File: src/rtl/hwpe_ctrl_uloop_dispatch.sv
// hwpe_ctrl_uloop_dispatch
// Steps an external uloop one iteration at a time. For each iteration it
// turns the uloop's per-stream offsets into absolute streamer addresses
// and issues them as a single command.
//
// Command handshake: a command transfers on a rising clk_i edge where
// cmd_valid_o and cmd_ready_i are both high. Once cmd_valid_o rises, it stays
// high until that transfer happens. cmd_addr_o, cmd_idx_o and cmd_last_o come
// straight from registers, so they cannot change while a command waits.
// The only way to withdraw a pending command is clear_i or rst_ni.
//
// The state_q enum is the FSM debug view. IDLE is encoded as zero.
module hwpe_ctrl_uloop_dispatch #(
    parameter int NB_STREAMS = 4,
    parameter int NB_LOOPS   = 6,
    parameter int REG_WIDTH  = 32,
    parameter int CNT_WIDTH  = 16
) (
    input  logic                             clk_i,
    input  logic                             rst_ni,
    input  logic                             clear_i,
    input  logic                             start_i,
    input  logic [NB_STREAMS*REG_WIDTH-1:0]  base_addr_i,
    output logic                             uloop_enable_o,
    output logic                             uloop_clear_o,
    input  logic                             uloop_valid_i,
    input  logic                             uloop_done_i,
    input  logic [NB_STREAMS*REG_WIDTH-1:0]  uloop_offs_i,
    input  logic [NB_LOOPS*CNT_WIDTH-1:0]    uloop_idx_i,
    output logic                             cmd_valid_o,
    input  logic                             cmd_ready_i,
    output logic [NB_STREAMS*REG_WIDTH-1:0]  cmd_addr_o,
    output logic [NB_LOOPS*CNT_WIDTH-1:0]    cmd_idx_o,
    output logic                             cmd_last_o,
    output logic                             busy_o,
    output logic                             done_o,
    output logic [CNT_WIDTH-1:0]             iter_cnt_o
);

    typedef enum logic [2:0] {
        IDLE   = 3'd0,
        STEP   = 3'd1,
        WAIT   = 3'd2,
        ISSUE  = 3'd3,
        FINISH = 3'd4
    } state_e;

    state_e state_q, state_d;

    logic [NB_STREAMS*REG_WIDTH-1:0] base_q;
    logic [NB_STREAMS*REG_WIDTH-1:0] addr_q;
    logic [NB_LOOPS*CNT_WIDTH-1:0]   idx_q;
    logic                            last_q;
    logic [CNT_WIDTH-1:0]            cnt_q;

    // Qualified events. Each one only counts in its own state, so stray
    // start_i or uloop_valid_i pulses in other states have no effect.
    logic start_ok;
    logic flags_ok;
    logic hs_ok;

    assign start_ok = (state_q == IDLE)  && start_i;
    assign flags_ok = (state_q == WAIT)  && uloop_valid_i;
    assign hs_ok    = (state_q == ISSUE) && cmd_ready_i;

    // State register: asynchronous reset to IDLE.
    always_ff @(posedge clk_i or negedge rst_ni) begin
        if (!rst_ni) begin
            state_q <= IDLE;
        end else begin
            state_q <= state_d;
        end
    end

    // Next-state logic. The clear_i override is applied last so it always
    // wins, including over a handshake completing in the same cycle.
    always_comb begin
        state_d = state_q;
        case (state_q)
            IDLE:    if (start_i)       state_d = STEP;
            STEP:                       state_d = WAIT;
            WAIT:    if (uloop_valid_i) state_d = ISSUE;
            ISSUE:   if (cmd_ready_i)   state_d = last_q ? FINISH : STEP;
            FINISH:                     state_d = IDLE;
            default:                    state_d = IDLE;
        endcase
        if (clear_i) begin
            state_d = IDLE;
        end
    end

    // Job datapath. Latches the bases at start, computes the per-stream sums
    // when the uloop flags arrive, and counts accepted commands.
    // Each stream is added on its own, so a carry never crosses a stream.
    always_ff @(posedge clk_i or negedge rst_ni) begin
        if (!rst_ni) begin
            base_q <= '0;
            addr_q <= '0;
            idx_q  <= '0;
            last_q <= 1'b0;
            cnt_q  <= '0;
        end else if (clear_i) begin
            base_q <= '0;
            addr_q <= '0;
            idx_q  <= '0;
            last_q <= 1'b0;
            cnt_q  <= '0;
        end else begin
            if (start_ok) begin
                base_q <= base_addr_i;
                cnt_q  <= '0;
            end
            if (flags_ok) begin
                for (int s = 0; s < NB_STREAMS; s++) begin
                    addr_q[s*REG_WIDTH +: REG_WIDTH] <=
                        base_q[s*REG_WIDTH +: REG_WIDTH] + uloop_offs_i[s*REG_WIDTH +: REG_WIDTH];
                end
                idx_q  <= uloop_idx_i;
                last_q <= uloop_done_i;
            end
            if (hs_ok) begin
                cnt_q <= cnt_q + CNT_WIDTH'(1);
            end
        end
    end

    // Output decode from the current state.
    // uloop_clear_o also follows clear_i and an accepted start in the same
    // cycle. It is held low while rst_ni is asserted.
    always_comb begin
        uloop_enable_o = (state_q == STEP);
        cmd_valid_o    = (state_q == ISSUE);
        busy_o         = (state_q != IDLE);
        done_o         = (state_q == FINISH);
        uloop_clear_o  = rst_ni & (clear_i | start_ok | (state_q == FINISH));
        cmd_addr_o     = addr_q;
        cmd_idx_o      = idx_q;
        cmd_last_o     = last_q;
        iter_cnt_o     = cnt_q;
    end

endmodule

File: config.mk
export PLATFORM = sky130hd
export DESIGN_NAME = hwpe_ctrl_uloop_dispatch
export DESIGN_NICKNAME = d
export VERILOG_FILES = /design/src/rtl/hwpe_ctrl_uloop_dispatch.sv
export SDC_FILE = /design/constraint.sdc
export NUM_CORES = 1
export LEC_CHECK = 0
export BUFFER_PORTS_ARGS = -buffer_cell sky130_fd_sc_hd__clkbuf_2
export CAP_MARGIN = 20
export CORE_AREA = 2 2 233 235
export CTS_BUF_LIST = sky130_fd_sc_hd__clkbuf_8
export DETAILED_ROUTE_END_ITERATION = 10
export DIE_AREA = 0 0 235 237
export HOLD_SLACK_MARGIN = 0.1
export PLACE_DENSITY = 0.63
export SYNTH_ARGS = -nofsm -noshare
export SYNTH_HDL_FRONTEND = slang
export SYNTH_SLANG_ARGS = --single-unit
File: constraint.sdc
create_clock -name clk_i -period 4.43 [get_ports clk_i]
set_input_delay 0 -clock clk_i [delete_from_list [all_inputs] [get_ports clk_i]]
set_output_delay 0 -clock clk_i [all_outputs]
set_load 0.05 [all_outputs]
==> results.md, run 1 <==
* Syn Nets at 2385
* Post-synth top cells: dfrtp_1 (372), a22o_1 (241), nand2_1 (182)
* Cell with the most instances after synthesis: dfrtp_1
* Synth top area cells: dfrtp_1 (48%), a22o_1 (11%), ha_1 (8.0%), o21ai_0 (4.6%), nand2_1 (3.5%)
* Status: did not finish
* FF+latch count, synth at 372
* Bufs on Longest Clock Path at 3
* Area of the mapped netlist at 0.01954 mm²
* CTS Hold Bufs at 646
* Top-area cell type share of the netlist area at a little under half
* Failing step: 4_1_cts
* Hpwl dp at 50.63 mm
* Stop Error: [ERROR RSZ-0060] Max buffer count reached.
* Syn Inst Count at 1897
* Warnings, synthesis at 0
* EDFF count, synth at 0
* Cts bufs inserted at 72
* # rows at 85
* DIE HEIGHT at 237 µm
* Syn_area_per_cell at 10.30 µm²
* Post-synth cell types at 69
* Ports at approximately 610
* Sequential area share after synthesis at 47.64%
* Main synth FF type: dfrtp_1
* Die Wd at 235 µm
* H-tree depth at 3
* Number of setup buffers added after CTS at 0
* GPL Wtd Cong at around 0.90
* Largest area contributor in the netlist: dfrtp_1
* Async set-reset flop share out of synthesis at 100.0%
* # port buffers at 604
* Clk root buf: clkbuf_8
* Starting Density at 36.67%
* Post-CTS sizing at 0
* Clock Sinks at 372
==> per-stage QoR <==
step	cells	utilization, %	hold WS, ps	area [µm²]	worst slack, ps
3_3_place_gp	3103	43.66	14.24	23260	1339
2_1_floorplan	1897	-	-295.6	19540	1422
3_5_place_dp	3103	43.66	14.24	23260	1301
==> cells by family after synthesis <==
logic type,synth area share [%]
buffers and inverters,2.754
AND/OR/NAND/NOR,9.798
XOR/XNOR,4.931
flip-flops,47.64
AO/OA/AOI/OAI,26.05
adder cells (fa/ha/maj),8.414
multiplexers,0.4099
==> inputs of run 2 (changes only) <==
- CORE_AREA: 2 2 233 235 -> unset
- CORE_UTILIZATION: unset -> 35
- CTS_BUF_LIST: sky130_fd_sc_hd__clkbuf_8 -> unset
- DIE_AREA: 0 0 235 237 -> unset
- HOLD_SLACK_MARGIN: 0.1 -> unset
- PLACE_DENSITY: 0.63 -> unset
- PLACE_DENSITY_LB_ADDON: unset -> 0.15
==> run 2 against run 1 <==
The flow now finishes without violations. Synthesized area unchanged. Synthesized cell count unchanged.
==> results.md, run 2 <==
* Status: completed
* Cts bufs inserted at 44 (-39%)
* RSZ-0062 raised after global routing: no
* First-pass GRT wire length at 105.5 mm
* Clock Skew at 10.72 ps
* Drt first pass iters at 5
* Crit path max fanout at 5
* Area Growth Syn to Fin at 43.49%
* Cell depth of the worst hold path at 4
* Worst-path clk slew at 60 ps
* Iteration-0 DRC Markers at 1038
* Pint at 6930 µW
* Startpoint types: flop
* Largest net degree at the start of global routing at between 150 and 200
* Util after Layout at approximately half
* PnR Total Power at 10250 µW
* Worst-Skew Late Latency at approximately 560 ps
* Number of setup buffers added after CTS at 0 (unchanged)
* Final min period at 3996 ps
* HP Start: uloop_offs_i[62]
* Starting Density at 35.47% (-1.2 points)
* GRT Total Usage at 23.48%
* Final TNS setup at 0 ps
* Syn Nets at 2385 (unchanged)
* Post-synth cell types at 69 (unchanged)
* Post-synth top cells: dfrtp_1 (372), a22o_1 (241), nand2_1 (182)
* F_max at ~250 MHz
* Critical path arrival at about 4400 ps
* Clock Sinks at 372 (unchanged)
* Cell count after placement at 3156 (+1.7%)
* # port buffers at 604 (unchanged)
* Worst VDD drop at 0.2396 mV
* FF+latch count, synth at 372 (unchanged)
* Commonest cells after routing, fill and taps aside: clkbuf_2 (604), dfrtp_1 (372), dlygate4sd3_1 (323)
* Worst reg2reg path depth at 12
* Most common cell after layout, fill and taps aside: clkbuf_2
* Setup slack at placement at 1283 ps (-17.64 ps)
* EDFF count, synth at 0 (unchanged)
* Worst Tran Pin Value at approximately 920 ps
* Hold Fails Final Rpt at 0
* Top-area cell type share of the netlist area at 47.64% (unchanged)
* Die area at 0.05678 mm²
* GPL Wtd Cong at 0.8630 (-3.8%)
* CTS tree: done
* Warnings, synthesis at 0 (unchanged)
* # rows at 86 (+1.2%)
* H-tree depth at 2 (-1)
* Die Wd at 238.3 µm (+1.4%)
* Final WS setup at 434.4 ps
* Largest area contributor in the netlist: dfrtp_1
* Grt ovf at 0
* CP startpoint: base_q[4]
* Setup-failing EPs final at 0
* Leak at 0.01436 µW
* Ports at 605 (unchanged)
* Reg power frac at 37.1%
* Net switching power at 3318 µW
* Clk root buf: clkbuf_16
* Switch share at 32.38%
* Antenna Nets Post-Route at 0
* Core area at 0.05509 mm²
* PwrDens at 365.5 mW/mm²
* Min-delay worst type: in2reg
* Async set-reset flop share out of synthesis at 100.0% (unchanged)
* Syn Inst Count at 1897 (unchanged)
* Hpwl dp at 48.34 mm (-4.5%)
* DIE HEIGHT at 238.3 µm (+0.54%)
* Crit end category: flop
* Maximum Capacitance Violations at 0
* CP Class: reg2reg
* Comb power frac at 27.0%
* Vias in the first global route at 18720
* Final WL at 67.86 mm
* Main synth FF type: dfrtp_1
* Final Slew Violations at 0
* DR WL/cell at 19.05 µm
* Cell with the most instances after synthesis: dfrtp_1
* Syn_area_per_cell at 10.30 µm² (unchanged)
* # DRC at 0
* Fin crit share at 90.19%
* Layout cells sized above 1 at 25.17%
* Clock power share at a little over a third
* CP required at 4870 ps
* Slew HR at 38.50%
* RR Startpoint: base_q[4]
* Via-to-Cell Ratio at 5.179
* Bufs on Longest Clock Path at 3 (unchanged)
* Routed vias at 18450
* Initial antenna violation count at 8
* Sequential area share after synthesis at 47.64% (unchanged)
* Area of the mapped netlist at 0.01954 mm² (unchanged)
* Non-Filler Instances at approximately 3600
* Final #Nets at 3266
* Synth top area cells: dfrtp_1 (48%), a22o_1 (11%), ha_1 (8.0%), o21ai_0 (4.6%), nand2_1 (3.5%)
==> run 2: cell counts after synthesis <==
Identical to the previous run, type by type.
==> run 2: per-layer routing <==
layer	global-route usage (%)	routed length (µm)	vias to the layer above
met5	0	27	-
met4	8.100	2040	4
met3	5.946	4602	115
met2	39.94	32900	584
met1	28.77	28290	8943
li1	-	-	8808
==> run 2: layout make-up <==
type / count / area (µm²)
timing repair buffer: 941 / 6444
tap: 748 / 935.9
fill: 5060 / 27060
clock buffer: 61 / 1276
multi-input combinational: 1382 / 9737
sequential: 372 / 9309
inverter: 37 / 138.9
antenna: 10 / 25.02
clock inverter: 12 / 171.4
==> run 2: worst paths after layout <==
kind,slack (ps),end
min in group asynchronous,80,cmd_idx_o[14]
max,430,cmd_addr_o[31]
max reg2reg,430,cmd_addr_o[31]
min,30,cmd_addr_o[62]
min reg2reg,480,cmd_addr_o[33]
max in group asynchronous,2990,base_q[67]
==> run 2: per-stage QoR <==
step	hold slack, ps	area (µm²)
floorplan	-295.6	19540
global placement	109.6	23320
detailed placement	117.5	23320
CTS	0.03170	28000
global route	44.04	28020
finish	33.24	28040
==> run 2: power by group through the flow <==
stage	clock network [µW]	registers [µW]	logic (µW)
after floorplan	0	4270	1280
after global placement	0	3850	2490
after detailed placement	0	3860	2500
after CTS	3790	3800	2760
after global routing	3920	3830	3000
final	3680	3800	2760
==> run 2: logic make-up after synthesis <==
| group | count (synthesis) | share of synthesized area, % |
|---|---|---|
| multiplexers | 8 | 0.4099 |
| adder cells (fa/ha/maj) | 129 | 8.414 |
| buffers and inverters | 143 | 2.754 |
| AND/OR/NAND/NOR | 405 | 9.798 |
| AO/OA/AOI/OAI | 730 | 26.05 |
| flip-flops | 372 | 47.64 |
| XOR/XNOR | 110 | 4.931 |
==> run 2: what timing repair did <==
item | CTS | global route
endpoints found under the setup margin | 0 | 1
endpoints found under the hold margin | 426 | 0
hold buffers | 323 | 0
resized for setup | 0 | 1
==> run 2: worst max-delay path, stage by stage (launching register included) <==
cell and delay [ps]:
dfrtp_1 380, ha_1 340, a21oi_1 210, o21ai_1 140
o31ai_1 430, o221a_2 340, o21ai_1 150, a21oi_2 370
o21ai_0 190, nand4_1 120, dlygate4sd3_1 550, nand3b_1 80
dlygate4sd3_1 570
Power figures use the tool's default switching activity.
==> inputs of run 3 (changes only) <==
- CTS_BUF_LIST: unset -> sky130_fd_sc_hd__clkbuf_8 sky130_fd_sc_hd__clkbuf_16
==> run 3 against run 2 <==
Final area unchanged. Flip-flop and latch count unchanged. Worst setup slack got worse by 5.8 ps. Wire length about the same. Global-route usage unchanged. Cell count unchanged. Total power decreased by 0.13%. Clock-buffer cell count decreased by 7. Largest cell class unchanged. First-iteration DRC count decreased by 3.9%. Die area unchanged.
==> results.md, run 3 (same netlist as run 2, synthesis figures left out) <==
* PwrDens at 365.0 mW/mm² (-0.13%)
* Setup-failing EPs final at 0 (unchanged)
* Core area at 0.05509 mm² (unchanged)
* Maximum Capacitance Violations at 0 (unchanged)
* Capture point of the worst reg-to-reg path: cmd_addr_o[31]
* Worst-path clk slew at 60 ps (about the same)
* DR WL/cell at 19.04 µm (about the same)
* Drt first pass iters at 5 (unchanged)
* Largest net degree at the start of global routing at 159 (unchanged)
* Layout cells sized above 1 at 25.17% (unchanged)
* Grt ovf at 0 (unchanged)
* Cts bufs inserted at 44 (unchanged)
* Clock Skew at 11.15 ps (+0.4262 ps)
* Hold Fails Final Rpt at 0 (unchanged)
* RSZ-0062 raised after global routing: no
* Cell area after layout at 0.02804 mm² (unchanged)
* H-tree depth at 2 (unchanged)
* Worst Tran Pin Value at 929.4 ps (+6.935 ps)
* Reg2Reg Setup Slack at 430 ps (about the same)
* Placed cell areas at 0.02332 mm² (unchanged)
* Final WL at 67.85 mm (about the same)
* Worst reg2reg path depth at 12 (unchanged)
* Fin crit share at 90.32% (+0.13 points)
* Die Wd at 238.3 µm (unchanged)
* Clk root buf: clkbuf_16
* # port buffers at 604 (unchanged)
* Worst-Skew Late Latency at 560 ps (about the same)
* # DRC at 0 (unchanged)
* Final Slew Violations at 0 (unchanged)
* GPL Wtd Cong at 0.8630 (unchanged)
* Final min period at 4001 ps (+5.781 ps)
* Bufs on Longest Clock Path at 3 (unchanged)
* DIE HEIGHT at 238.3 µm (unchanged)
* Initial antenna violation count at 8 (unchanged)
* Crit end category: flop
* Hpwl dp at 48.34 mm (unchanged)
* CP startpoint: base_q[4]
* F_max at 249.9 MHz (-0.14%)
* Hold EP: cmd_addr_o[62]
* CP Class: reg2reg
* CTS tree: done
* Ports at 605 (unchanged)
* Antenna Nets Post-Route at 0 (unchanged)
* Routed vias at 18470 (+0.087%)
* First-pass GRT wire length at 105.5 mm (unchanged)
* Most common cell after layout, fill and taps aside: clkbuf_2
* Number of setup buffers added after CTS at 0 (unchanged)
* Fillers at 5060 (unchanged)
* Die area at 0.05678 mm² (unchanged)
* Final TNS setup at 0 ps (unchanged)
* Starting Density at 35.47% (unchanged)
* Setup slack at placement at 1283 ps (unchanged)
* Final WS setup at 428.7 ps (-5.781 ps)
* Final #Nets at 3266 (unchanged)
* CP required at 4870 ps (about the same)
* Commonest cells after routing, fill and taps aside: clkbuf_2 (604), dfrtp_1 (372), dlygate4sd3_1 (323)
* Slew HR at 38.04% (-0.46 points)
* Iteration-0 DRC Markers at 998 (-3.9%)
* Startpoint types: flop
* Cell depth of the worst hold path at 4 (unchanged)
* Crit path max fanout at 5 (unchanged)
* GRT Total Usage at 23.48% (unchanged)
* Via-to-Cell Ratio at 5.184 (about the same)
* Slowest-stage cell, CP: dlygate4sd3_1
* Min-delay worst type: in2reg
* Slowest stage delay, CP at 570 ps (about the same)
* Clock Sinks at 372 (unchanged)
* Status: completed
* HP Start: uloop_offs_i[62]
* Leak at 0.01439 µW (+0.20%)
* RR Startpoint: base_q[4]
* Area Growth Syn to Fin at 43.49% (unchanged)
* Critical path arrival at 4440 ps (about the same)
* # rows at 86 (unchanged)
* Worst VDD drop at 0.2392 mV (-0.18%)
* Vias in the first global route at 18720 (unchanged)
* Cell Chain, Critical Path: ha_1, a21oi_1, o21ai_1, o31ai_1, o221a_2, o21ai_1, a21oi_2, o21ai_0, nand4_1, dlygate4sd3_1, nand3b_1, dlygate4sd3_1
-- run 3: changes by cell type in the layout (fill, tap and decap cells not counted) --
| cell | before | now |
|---|---|---|
| inv_1 | 37 | 44 |
| clkbuf_1 | 7 | 0 |
-- run 3: how the worst max path moves through the flow --
stage	end	slack, ps	depth (start not counted)
final	cmd_addr_o[31]	430	12
after global routing	cmd_addr_o[31]	130	12
after CTS	cmd_addr_o[31]	250	12
after detailed placement	cmd_addr_o[57]	1280	10
after global placement	cmd_addr_o[31]	1330	10
after floorplan	iter_cnt_o[13]	1420	9
-- run 3: worst max-delay path: cells and delay by family (launching register included) --
kind                     cells  cell delay [ps]
AND/OR/NAND/NOR              2              200
buffers and inverters        2             1120
adder cells (fa/ha/maj)      1              340
flip-flops                   1              380
AO/OA/AOI/OAI                7             1840
-- run 3: per-layer routing --
metal	global-route usage [%]	vias up	wire, µm
met3	5.946	113	4734
met4	8.100	4	2040
met2	39.94	590	32860
li1	-	8805	-
met5	0	-	27
met1	28.77	8958	28190
-- run 3: power by group --
part,internal [µW],switching [µW]
combinational,1060,1710
sequential,3640,162
clock,2210,1450
-- run 3: through the flow --
step	total power, µW	util [%]	instances	hold slack [ps]
2_1_floorplan	5544	-	1897	-295.6
3_3_place_gp	6340	42.33	3156	109.6
3_5_place_dp	6356	42.33	3156	117.5
4_1_cts	10340	50.83	3552	0.03170
5_1_grt	10740	50.86	3557	44.04
6_report	10230	50.89	3563	31.83
-- run 3: timing repair --
action	CTS	global route
hold buffers	323	0
endpoints found under the setup margin	0	1
resized for setup	0	1
endpoints found under the hold margin	426	0
-- run 3: area by class of cell --
type                       count  area, µm²  area share [%]
multi-input combinational   1382       9737           34.73
sequential                   372       9309           33.20
timing repair buffer         941       6444           22.98
clock buffer                  54       1250           4.458
tap                          748      935.9           3.338
clock inverter                19      197.7          0.7051
inverter                      37      138.9          0.4954
antenna                       10      25.02         0.08925
==> inputs of run 4 (changes only) <==
- CELL_PAD_IN_SITES_DETAIL_PLACEMENT: unset -> 1
- CELL_PAD_IN_SITES_GLOBAL_PLACEMENT: unset -> 2
- CORE_UTILIZATION: 35 -> 34
==> run 4 against run 3 <==
Combinational power increased by 3%. Critical path depth unchanged. Clock power increased by 3%. Hold slack got worse by 11 ps. Non-clock buffer count unchanged. Critical path type unchanged.
==> results.md, run 4 (same netlist as run 2, synthesis figures left out) <==
* Ports at 605 (unchanged)
* # DRC at 0 (unchanged)
* CP Class: reg2reg
* Vias in the first global route at 20690 (+11%)
* H-tree depth at 2 (unchanged)
* Fillers at 6442 (+27%)
* Via-to-Cell Ratio at 5.294 (+2.1%)
* Final Slew Violations at 0 (unchanged)
* Drt first pass iters at 5 (unchanged)
* Slew HR at 32.33% (-5.7 points)
* Worst Tran Pin Value at 1013 ps (+83.17 ps)
* RR Startpoint: base_q[33]
* Hold Fails Final Rpt at 0 (unchanged)
* Antenna Nets Post-Route at 0 (unchanged)
* Final TNS setup at 0 ps (unchanged)
* # port buffers at 604 (unchanged)
* Startpoint types: flop
* Die Wd at 241.7 µm (+1.4%)
* Clock Skew at 19.03 ps (+7.876 ps)
* Worst-path clk slew at 60 ps (about the same)
* Die area at 0.05843 mm² (+2.9%)
* Cell depth of the worst hold path at 4 (unchanged)
* Cts bufs inserted at 44 (unchanged)
* Critical path arrival at 4630 ps (+190 ps)
* Bufs on Longest Clock Path at 3 (unchanged)
* Final WL at 78.67 mm (+16%)
* Leak at 0.01441 µW (+0.13%)
* Iteration-0 DRC Markers at 653 (-35%)
* Final min period at 4134 ps (+133.2 ps)
* Commonest cells after routing, fill and taps aside: clkbuf_2 (603), dfrtp_1 (372), dlygate4sd3_1 (320)
* Most common cell after layout, fill and taps aside: clkbuf_2
* DIE HEIGHT at 241.7 µm (+1.4%)
* Worst-Skew Late Latency at 570 ps (about the same)
* Initial antenna violation count at 22 (+14)
* Number of setup buffers added after CTS at 0 (unchanged)
* Maximum Capacitance Violations at 0 (unchanged)
* First-pass GRT wire length at 120.9 mm (+15%)
* Core area at 0.05660 mm² (+2.7%)
* Routed vias at 18990 (+2.8%)
* Status: completed
* PwrDens at 370.0 mW/mm² (+1.4%)
* Clk root buf: clkbuf_16
* CP startpoint: base_q[33]
* Hpwl dp at 55.50 mm (+15%)
* DR WL/cell at 21.93 µm (+15%)
* Fin crit share at 93.33% (+3.0 points)
* # rows at 87 (+1.2%)
* CP required at 4930 ps (+60 ps)
* Area Growth Syn to Fin at 44.00%
* Final #Nets at 3266 (unchanged)
* Largest net degree at the start of global routing at 102 (-36%)
* GRT Total Usage at 26.31% (+2.8 points)
* F_max at 241.9 MHz (-3.2%)
* HP Start: uloop_offs_i[10]
* GPL Wtd Cong at 0.8705 (+0.87%)
* Layout cells sized above 1 at 25.53% (+0.36 points)
* RSZ-0062 raised after global routing: no
* Worst VDD drop at 0.2277 mV (-4.8%)
* PnR Total Power at 10410 µW (+1.7%)
* Setup-failing EPs final at 0 (unchanged)
* Crit end category: flop
* Min-delay worst type: in2reg
* Clock Sinks at 372 (unchanged)
* CTS tree: done
* Worst reg2reg path depth at 12 (unchanged)
* Grt ovf at 0 (unchanged)
* Starting Density at 34.52% (-0.95 points)
* Crit path max fanout at 4 (-1)
## run 4: cell types whose count changed in the layout (fill, tap and decap cells not counted), sizes merged
cell	change
diode	+12
inv	-1
buf	+4
dlygate4sd3	-3
clkinv	+4
## run 4: worst paths after layout
| check | to | slack, ps |
|---|---|---|
| worst min register to register | cmd_addr_o[40] | 480 |
| min in group asynchronous | cmd_idx_o[73] | 40 |
| worst min-delay path | cmd_addr_o[10] | 20 |
| max in group asynchronous | base_q[110] | 3270 |
| worst max-delay path | cmd_addr_o[63] | 300 |
| worst max register to register | cmd_addr_o[63] | 300 |
## run 4: through the flow
stage,instances,util (%),hold WS [ps],cell area [µm²],setup WS [ps]
2_1_floorplan,1897,-,-295.6,19540,1422
3_3_place_gp,3168,41.30,72.66,23370,1321
3_5_place_dp,3168,41.30,73.42,23370,1229
4_1_cts,3565,49.59,0.3892,28070,268.7
5_1_grt,3585,49.70,35.86,28130,89.93
6_report,3587,49.71,20.62,28140,295.5
## run 4: repair_timing
action                     CTS  global route
hold endpoints to repair   391             0
setup endpoints to repair    0             2
hold buffers               320             0
gates resized for setup      0             2
## run 4: metal layers
metal | vias to the layer above | GRT usage [%] | share of wire [%]
met5 | - | 0 | 0.017
met4 | 2 | 12.86 | 4.8
met3 | 176 | 5.838 | 5.8
met2 | 572 | 46.96 | 51
met1 | 9433 | 29.47 | 39
li1 | 8807 | - | -
## run 4: where the power goes
group / switching [µW] / internal [µW]
combinational: 1760 / 1070
clock: 1520 / 2250
sequential: 169 / 3640
## run 4: critical path, stage by stage (launching register included)
cell and delay, ps:
dfrtp_1 400, ha_1 310, a211oi_1 340, o211ai_1 190, a41oi_1 380, o21ai_1 210
a31oi_2 380, o211ai_1 220, a31oi_1 260, a31oi_1 60, dlygate4sd3_1 580, o21ai_0 160
dlygate4sd3_1 580
## run 4: layout make-up
class	count	area [µm²]	area share, %
antenna	22	55.05	0.1957
clock inverter	22	227.7	0.8094
sequential	372	9309	33.09
clock buffer	55	1264	4.491
tap	756	945.9	3.362
multi-input combinational	1382	9744	34.63
inverter	37	138.9	0.4936
timing repair buffer	941	6451	22.93
